==> src/rtl/snitch_fpu_shared.sv <==
// Shares one FPU port among NumHarts cores: round-robin request arbiter,
// registered request stage, tag-based response routing, per-hart in-flight limits.
// Optional: define SNITCH_FPU_SHARED_RSP_BUF_EN for a 2-entry response FIFO.
module snitch_fpu_shared #(
    parameter int unsigned NumHarts       = 4,
    parameter int unsigned TagWidth       = 6,
    parameter int unsigned ReqWidth       = 200,
    parameter int unsigned FLEN           = 64,
    parameter int unsigned MaxOutstanding = 4,
    parameter int unsigned IdxW           = $clog2(NumHarts)
) (
    input  logic                         clk_i,
    input  logic                         rst_i,
    input  logic [NumHarts-1:0]          req_valid_i,
    output logic [NumHarts-1:0]          req_ready_o,
    input  logic [NumHarts*TagWidth-1:0] req_tag_i,
    input  logic [NumHarts*ReqWidth-1:0] req_data_i,
    output logic                         fpu_valid_o,
    input  logic                         fpu_ready_i,
    output logic [ReqWidth-1:0]          fpu_data_o,
    output logic [IdxW+TagWidth-1:0]     fpu_tag_o,
    input  logic                         fpu_rsp_valid_i,
    output logic                         fpu_rsp_ready_o,
    input  logic [FLEN-1:0]              fpu_rsp_result_i,
    input  logic [4:0]                   fpu_rsp_status_i,
    input  logic [IdxW+TagWidth-1:0]     fpu_rsp_tag_i,
    output logic [NumHarts-1:0]          rsp_valid_o,
    input  logic [NumHarts-1:0]          rsp_ready_i,
    output logic [FLEN-1:0]              rsp_result_o,
    output logic [4:0]                   rsp_status_o,
    output logic [TagWidth-1:0]          rsp_tag_o,
    output logic                         err_o
);

    localparam int unsigned CntW = $clog2(MaxOutstanding + 1);
    localparam bit          Pow2 = ((1 << IdxW) == NumHarts);

    logic [CntW-1:0]          cnt_q [NumHarts];
    logic [IdxW-1:0]          ptr_q;
    logic                     stg_vld_q;
    logic [ReqWidth-1:0]      stg_data_q;
    logic [IdxW+TagWidth-1:0] stg_tag_q;
    logic                     err_q;

    logic [NumHarts-1:0] elig;
    logic                gnt_vld;
    logic [IdxW-1:0]     gnt_idx;
    int unsigned         hh;
    logic                can_acc;
    logic                accept;

    logic [IdxW-1:0] in_idx;
    logic            in_ok;
    logic            dec_vld;
    logic [IdxW-1:0] dec_idx;
    logic            err_set;

    // Eligibility: valid request and room below the in-flight limit
    always_comb begin
        elig = '0;
        for (int unsigned h = 0; h < NumHarts; h++) begin
            elig[h] = req_valid_i[h] && (cnt_q[h] < CntW'(MaxOutstanding));
        end
    end

    // Round-robin search starting at the pointer, wrapping around
    always_comb begin
        gnt_vld = 1'b0;
        gnt_idx = '0;
        hh      = 0;
        for (int unsigned i = 0; i < NumHarts; i++) begin
            hh = (32'(ptr_q) + i) % NumHarts;
            if (!gnt_vld && elig[IdxW'(hh)]) begin
                gnt_vld = 1'b1;
                gnt_idx = IdxW'(hh);
            end
        end
    end

    assign can_acc = !stg_vld_q || fpu_ready_i;
    assign accept  = gnt_vld && can_acc;

    // Ready only towards the granted hart, when the stage can take it
    always_comb begin
        req_ready_o = '0;
        if (accept) req_ready_o[gnt_idx] = 1'b1;
    end

    // Pointer moves past the hart that was just served
    always_ff @(posedge clk_i) begin
        if (rst_i) begin
            ptr_q <= '0;
        end else if (accept) begin
            ptr_q <= (gnt_idx == IdxW'(NumHarts - 1)) ? '0 : gnt_idx + IdxW'(1);
        end
    end

    // Request stage: load on accept, drain on FPU handshake
    always_ff @(posedge clk_i) begin
        if (rst_i) begin
            stg_vld_q  <= 1'b0;
            stg_data_q <= '0;
            stg_tag_q  <= '0;
        end else if (accept) begin
            stg_vld_q  <= 1'b1;
            stg_data_q <= req_data_i[gnt_idx*ReqWidth +: ReqWidth];
            stg_tag_q  <= {gnt_idx, req_tag_i[gnt_idx*TagWidth +: TagWidth]};
        end else if (fpu_ready_i) begin
            stg_vld_q  <= 1'b0;
        end
    end

    assign fpu_valid_o = stg_vld_q;
    assign fpu_data_o  = stg_data_q;
    assign fpu_tag_o   = stg_tag_q;

    assign in_idx = fpu_rsp_tag_i[IdxW+TagWidth-1 -: IdxW];
    assign in_ok  = Pow2 ? 1'b1
                  : ({1'b0, in_idx} < (IdxW+1)'(NumHarts));

`ifdef SNITCH_FPU_SHARED_RSP_BUF_EN
    typedef struct packed {
        logic [FLEN-1:0]          res;
        logic [4:0]               st;
        logic [IdxW+TagWidth-1:0] tag;
    } rsp_ent_t;

    rsp_ent_t        fifo_q [2];
    logic [1:0]      fcnt_q;
    logic            wr_q;
    logic            rd_q;
    logic            full;
    logic            enq;
    logic            deq;
    logic            hd_vld;
    rsp_ent_t        hd;
    logic [IdxW-1:0] hd_idx;

    assign full    = (fcnt_q == 2'd2);
    assign enq     = fpu_rsp_valid_i && !full && in_ok;
    assign err_set = fpu_rsp_valid_i && !full && !in_ok;
    assign hd_vld  = (fcnt_q != 2'd0);
    assign hd      = fifo_q[rd_q];
    assign hd_idx  = hd.tag[IdxW+TagWidth-1 -: IdxW];
    assign deq     = hd_vld && rsp_ready_i[hd_idx];

    assign fpu_rsp_ready_o = !full;
    assign rsp_result_o    = hd.res;
    assign rsp_status_o    = hd.st;
    assign rsp_tag_o       = hd.tag[TagWidth-1:0];
    assign dec_vld         = deq;
    assign dec_idx         = hd_idx;

    // Route the FIFO head to its hart
    always_comb begin
        rsp_valid_o = '0;
        if (hd_vld) rsp_valid_o[hd_idx] = 1'b1;
    end

    // Two-entry response FIFO; out-of-range responses never enter
    always_ff @(posedge clk_i) begin
        if (rst_i) begin
            fcnt_q    <= '0;
            wr_q      <= 1'b0;
            rd_q      <= 1'b0;
            fifo_q[0] <= '0;
            fifo_q[1] <= '0;
        end else begin
            if (enq) begin
                fifo_q[wr_q] <= '{res: fpu_rsp_result_i,
                                  st:  fpu_rsp_status_i,
                                  tag: fpu_rsp_tag_i};
                wr_q <= ~wr_q;
            end
            if (deq) rd_q <= ~rd_q;
            fcnt_q <= fcnt_q + 2'(enq) - 2'(deq);
        end
    end
`else
    assign fpu_rsp_ready_o = in_ok ? rsp_ready_i[in_idx] : 1'b1;
    assign rsp_result_o    = fpu_rsp_result_i;
    assign rsp_status_o    = fpu_rsp_status_i;
    assign rsp_tag_o       = fpu_rsp_tag_i[TagWidth-1:0];
    assign dec_vld         = fpu_rsp_valid_i && in_ok && rsp_ready_i[in_idx];
    assign dec_idx         = in_idx;
    assign err_set         = fpu_rsp_valid_i && !in_ok;

    // Steer the response valid to the hart named in the tag
    always_comb begin
        rsp_valid_o = '0;
        if (fpu_rsp_valid_i && in_ok) rsp_valid_o[in_idx] = 1'b1;
    end
`endif

    // In-flight counters: +1 on grant, -1 on response, saturating at 0
    always_ff @(posedge clk_i) begin
        if (rst_i) begin
            for (int unsigned h = 0; h < NumHarts; h++) cnt_q[h] <= '0;
        end else begin
            for (int unsigned h = 0; h < NumHarts; h++) begin
                if (accept && gnt_idx == IdxW'(h)) begin
                    if (!(dec_vld && dec_idx == IdxW'(h)))
                        cnt_q[h] <= cnt_q[h] + CntW'(1);
                end else if (dec_vld && dec_idx == IdxW'(h)) begin
                    if (cnt_q[h] != '0) cnt_q[h] <= cnt_q[h] - CntW'(1);
                end
            end
        end
    end

    // Sticky flag for responses naming a hart that does not exist
    always_ff @(posedge clk_i) begin
        if (rst_i)        err_q <= 1'b0;
        else if (err_set) err_q <= 1'b1;
    end

    assign err_o = err_q;

endmodule
==> config.mk <==
export PLATFORM = sky130hd
export DESIGN_NAME = snitch_fpu_shared
export DESIGN_NICKNAME = d
export VERILOG_FILES = /design/src/rtl/snitch_fpu_shared.sv
export SDC_FILE = /design/constraint.sdc
export NUM_CORES = 1
export LEC_CHECK = 0
export ABC_AREA = 1
export CORE_AREA = 4 4 470 472
export DETAILED_ROUTE_END_ITERATION = 16
export DIE_AREA = 0 0 474 476
export MAX_ROUTING_LAYER = met4
export PLACE_DENSITY = 0.3
export SKIP_LAST_GASP = 1
export SLEW_MARGIN = 40
export SYNTH_ARGS = -nofsm -noshare
export SYNTH_HDL_FRONTEND = slang
export SYNTH_SLANG_ARGS = --single-unit
==> constraint.sdc <==
create_clock -name clk_i -period 5.6 [get_ports clk_i]
set_input_delay 1.12 -clock clk_i [delete_from_list [all_inputs] [get_ports clk_i]]
set_output_delay 1.12 -clock clk_i [all_outputs]
set_load 0.01 [all_outputs]
# Word level (Yosys, flattened, before mapping)
# Memories as Yosys holds them, arrays and structs flattened.
# Cells that the tools add are included.
[op_classes] add_sub_neg=12 n_mul=2 n_lt_le_gt_ge=12 n_eq_ne=6 n_shift=2 mux=73 bitwise_logic=8 reduce_logical=31
[op_table] operator="$shiftx 800x11->200" count=1
[op_table] operator="$mux 1" count=51
[op_table] operator="$mux 3" count=8
[op_table] operator="$shiftx 24x6->6" count=1
[op_table] operator="$logic_and 1x1->1" count=19
[op_table] operator="$lt 2x3->1 const B" count=6
[op_table] operator="$add 3x1->3 const B" count=4
[op_table] operator="$lt 3x3->1 const B" count=4
[op_table] operator="$reduce_bool 3->1" count=4
[op_table] operator="$sub 3x1->3 const B" count=4
[op_table] operator="$bmux 1 s2" count=5
[op_table] operator="$mux 2" count=5
[op_table] operator="$eq 2x2->1 const B" count=4
[op_table] operator="$mux 4" count=2
[op_table] operator="$or 1x1->1" count=8
[op_table] operator="$mul 2x5->7 const B" count=1
[op_table] operator="$add 2x1->2 const B" count=2
[op_table] operator="$add 2x2->2 const B" count=2
[op_table] operator="$demux 1 s2" count=2
[op_table] operator="$eq 2x1->1 const B" count=2
[op_table] operator="$ge 2x1->1 const B" count=2
[op_table] operator="$logic_not 1->1" count=4
[op_table] operator="$logic_not 2->1" count=2
[op_table] operator="$mul 2x2->4 const B" count=1
[op_table] operator="other kinds (2)" count=2
[totals] reg_bits=211 mem_bits_rw=12 inputBits=913 out_inout_bits=294 elab_cells=151 memories=1
[mem_list] memory="cnt_q" words=4 width=3 rd=4 rd_ports_with_merged_regs=0 wr=4 line_no="38" rtl="logic [CntW-1:0] cnt_q [NumHarts];"

# Longest topological paths before layout
# An unclocked memory read counts as a cell.
[depth] ltp_word=22 ltp_mapped=20

# Least setup slack after synthesis
# Ideal clock, no wire load.
[synth_path] kind="input-to-output" startpoint="in req_valid_i[3]" endpoint="out req_ready_o[3]" t_arrival_ns=2.538 required_time_ns=4.480 slack_ns=1.942 path_stages=11 n_path_buf=2 cell_sequence="nand3_1 -> nand3_1 -> nand2_2 -> nand4_4 -> nand3_2 -> clkinv_2 -> buf_6 -> buf_4 -> ha_1 -> nand2_1 -> inv_1"
[synth_between] elab_chain_cells=18 word_cells_on_any_way=30 classes_between="order compare: 2; mux: 19; reduce/logical: 9"
[synth_rtl] item="from (decl)" line_no="14" rtl="input logic [NumHarts-1:0] req_valid_i,"
[synth_rtl] item="$logic_and 1x1->1 *" line_no="62" rtl="elig[h] = req_valid_i[h] && (cnt_q[h] < CntW'(MaxOutstanding));"
[synth_rtl] item="$bmux 1 s2" line_no="73" rtl="if (!gnt_vld && elig[IdxW'(hh)]) begin"
[synth_rtl] item="$mux 1 (not written as such)" line_no="73"
[synth_rtl] item="$mux 1" line_no="73"
[synth_rtl] item="$logic_not 1->1" line_no="73"
[synth_rtl] item="$logic_and 1x1->1" line_no="73"
[synth_rtl] item="$mux 1" line_no="73"
[synth_rtl] item="$logic_not 1->1" line_no="73"
[synth_rtl] item="[... 2 more ...]"
[synth_rtl] item="$logic_not 1->1" line_no="73"
[synth_rtl] item="$logic_and 1x1->1" line_no="73"
[synth_rtl] item="$mux 2" line_no="73"
[synth_rtl] item="$lt 2x3->1 (not written as such) / $ge 2x1->1 (equally long branches)" line_no="86" rtl="if (accept) req_ready_o[gnt_idx] = 1'b1;"
[synth_rtl] item="$logic_and 1x1->1 (not written as such)" line_no="86"
[synth_rtl] item="$mux 1 (not written as such)" line_no="86"
[synth_rtl] item="$demux 1 s2" line_no="86"
[synth_rtl] item="$mux 4 *" line_no="86"
[synth_rtl] item="to (decl)" line_no="15" rtl="output logic [NumHarts-1:0] req_ready_o,"
# Every way passes the cells marked *; elsewhere a longest branch is shown, timed or not. The select of a mux whose other input is x is not followed.

# Worst setup path after layout
[layout_path] startpoint="in req_valid_i[0]" endpoint="out req_ready_o[2]"
# The elaborated chain is that of the path after synthesis.

==> reports/results.tsv <==
metric	value	unit
row_count	171	
gp_congestion	0.821	
drtIter0Drc	976	
ios	1207	
via_per_inst	3.28	
met1_length	58.8	mm
synth_top_family_by_area	simple AND/OR/NAND/NOR gates	
finalSetupViolCount	0	
critPathKind	in -> out	
worst_pin_slew	0.817	ns
drc	0	
status	complete, no violations	
endpoint_kind	output pin	
synth-warning-count	0	
syn_to_final_growth	84.6	%
p_leak	14.2	nW
start_kind	input pin	
die_height	476	um
postLayoutCellArea	31500	sq um
synth_fp_nets	4083	
final_cells	6954	
core	217000	sq um
die_x	474	um
post-route-period-util	86.1	%
cts_root_buffer	clkbuf_16	
postCtsHoldBufs	0	
drv_cap	0	
ys_types	35	
holdWs	0.482	ns
maxSlewViolCount	0	
cts_made_buffers	40	
finish.utilization	14.5	%
drive_above_1_share	2.82	%
start_util	7.87	%
numPortBuffers	1055	
hold_path_class	reg -> reg	
met3_length	14.3	mm
nets	4937	
relSlewSlack	45.5	%
synth_area_leader_cell	nand2_1	
avgSynthCellArea	5.39	sq um
post_drt_wl_per_cell	21.7	um
dr.pass1.iters	5	
ys_seq_area_share	26.9	%
met2_length	73.0	mm
final-seq-area	4580	sq um
synth_xor_area_share	0.257	%
num_vias	22800	
place_inst	6828	
multi_input_area	9690	sq um
synth_area	17000	sq um
cp_max_fo	9	
synth_top_cell_area_share	24.8	%
fill_cells	25400	
grt_start_max_net_pins	131	
yosys.area_share.adder	0.646	%
required	4.48	ns
grt_pass1_vias	23500	
setup_slack	0.780	ns
design_power_total	21.0	mW
power.density	666	nW/um^2
antenna_left	0	
top_layer	met4	
die_area	226000	sq um
finalWirelength	151	mm
postCtsSetupRepairBufs	0	
clockBufferDepth	3	
clk_pin_slew	0.05	ns
yosys-mux-area-fraction	0.117	%
cp.arrival	3.70	ns
grt_first_pass_wirelength	199	mm
fin_tns_setup	0	ns
dp_hpwl	124	mm
cts.repair.resized	0	
clock_latency	0.62	ns
postSynthCellCount	3163	
max_freq	0.207	GHz
synth_compound_area_share	0.448	%
yosys-top-cells-area	nand2_1, dfxtp_1, nor2_1, nand3_1, inv_1	
antenna_found_initial	81	
postPlaceCellArea	30000	sq um
finalClockSkew	0.0378	ns
synthSimpleGateAreaFrac	55.1	%
htreeDepth	2	
finalCriticalPeriod	4.82	ns
cts.sinks	223	
grtUsageTotal	13.1	%
hold_viol	0	
worst_ir_drop_vdd	0.000757	V
rsz0062_at_grt	no	
cts_tree	built	
grt-ovfl-total	0	
synth-seq-cells	223	
preCtsSetupSlack	0.805	ns
[where the power goes]
part           switching [mW]  leakage (nW)  total [mW]  internal (mW)
clock network            1.05         0.661        2.68           1.62
registers               0.427          1.88        2.79           2.36
logic                    10.5          11.7        15.5           4.94
[cells in the final DEF, fill, tap and decap left out, types with 3 or more instances in the layout]
cell type / count
xnor2_1: 3
dfxtp_1: 211
nand2_2: 3
clkinv_1: 3
edfxtp_1: 12
clkinv_2: 5
bufinv_16: 4
diode_2: 54
a21oi_1: 6
clkdlybuf4s50_1: 1054
nand4_1: 3
nor3_1: 8
nand3_1: 453
clkbuf_16: 41
ha_1: 4
nor2_1: 724
o21ai_0: 3
inv_1: 301
clkbuf_8: 8
buf_4: 19
buf_12: 11
nand2_1: 1126
fa_1: 3
clkbuf_1: 8
[flip-flops by register name, summed over array words and instances, names as in the netlist]
| register | flops |
|---|---|
| cnt_q | 12 |
| fpu_tag_o | 8 |
| fpu_valid_o | 1 |
| fpu_data_o | 200 |
| ptr_q | 2 |
[worst paths after layout]
check / start / endpoint / slack [ns] / cells past startpoint
min reg2reg: fpu_tag_o[7]$_SDFFE_PP0P_ / fpu_tag_o[7]$_SDFFE_PP0P_ / 0.48 / 2
min: fpu_tag_o[7]$_SDFFE_PP0P_ / fpu_tag_o[7]$_SDFFE_PP0P_ / 0.48 / 2
max reg2reg: ptr_q[0]$_SDFFE_PP0P_ / fpu_data_o[116]$_SDFFE_PP0P_ / 2.25 / 13
max: req_valid_i[0] / req_ready_o[2] / 0.78 / 10
[cells by family (layout without fill, tap and decap cells)]
logic type	after synthesis	in the layout
flip-flops	223	223
AND/OR/NAND/NOR	2328	2328
other	1	55
buffers and inverters	583	1466
multiplexers	2	2
XOR/XNOR	5	5
AO/OA/AOI/OAI	14	14
adder cells (fa/ha/maj)	7	7
[routing by layer]
| layer | GRT usage [%] | vias up |
|---|---|---|
| li1 | - | 11300 |
| met1 | 13.8 | 10500 |
| met2 | 22.3 | 882 |
| met3 | 5.52 | 178 |
| met4 | 3.88 | 0 |
| met5 | - | - |
[area by class of cell]
type | count | area share [%]
Antenna cell | 54 | 0.429
Clock buffer | 57 | 3.70
Clock inverter | 14 | 0.564
Inverter | 307 | 3.73
Multi-Input combinational cell | 2357 | 30.8
Sequential cell | 223 | 14.6
Tap cell | 2854 | 11.3
Timing Repair Buffer | 1088 | 34.9
[critical path: stages]
cell and delay, ns:
clkdlybuf4s50_1 0.60, nand3_1 0.16, nand3_1 0.12, nand2_2 0.14, nand4_4 0.18, nand2_4 0.15, nor2_1 0.34, nand2_1 0.15
inv_1 0.11, clkdlybuf4s50_1 0.62
[Yosys cell counts]
cell,number
o21ai_1,1
fa_1,3
nor3_1,8
buf_6,13
buf_1,11
nand2_4,1
a211oi_1,2
nand2_2,4
mux2i_1,2
nand3b_2,1
nor2_1,724
nand4_1,3
nand3b_1,1
nand3_1,453
clkbuf_1,41
nand3_2,2
edfxtp_1,12
a21oi_1,7
inv_2,3
inv_4,1
clkinv_2,1
nand2_1,1127
dfxtp_1,211
clkinv_1,1
ha_1,4
buf_4,107
nand4_4,1
inv_1,301
xor2_1,2
buf_2,104
o21ai_0,3
xnor2_1,3
conb_1,1
nor2_2,3
a31oi_1,1
Power figures use the tool's default switching activity.
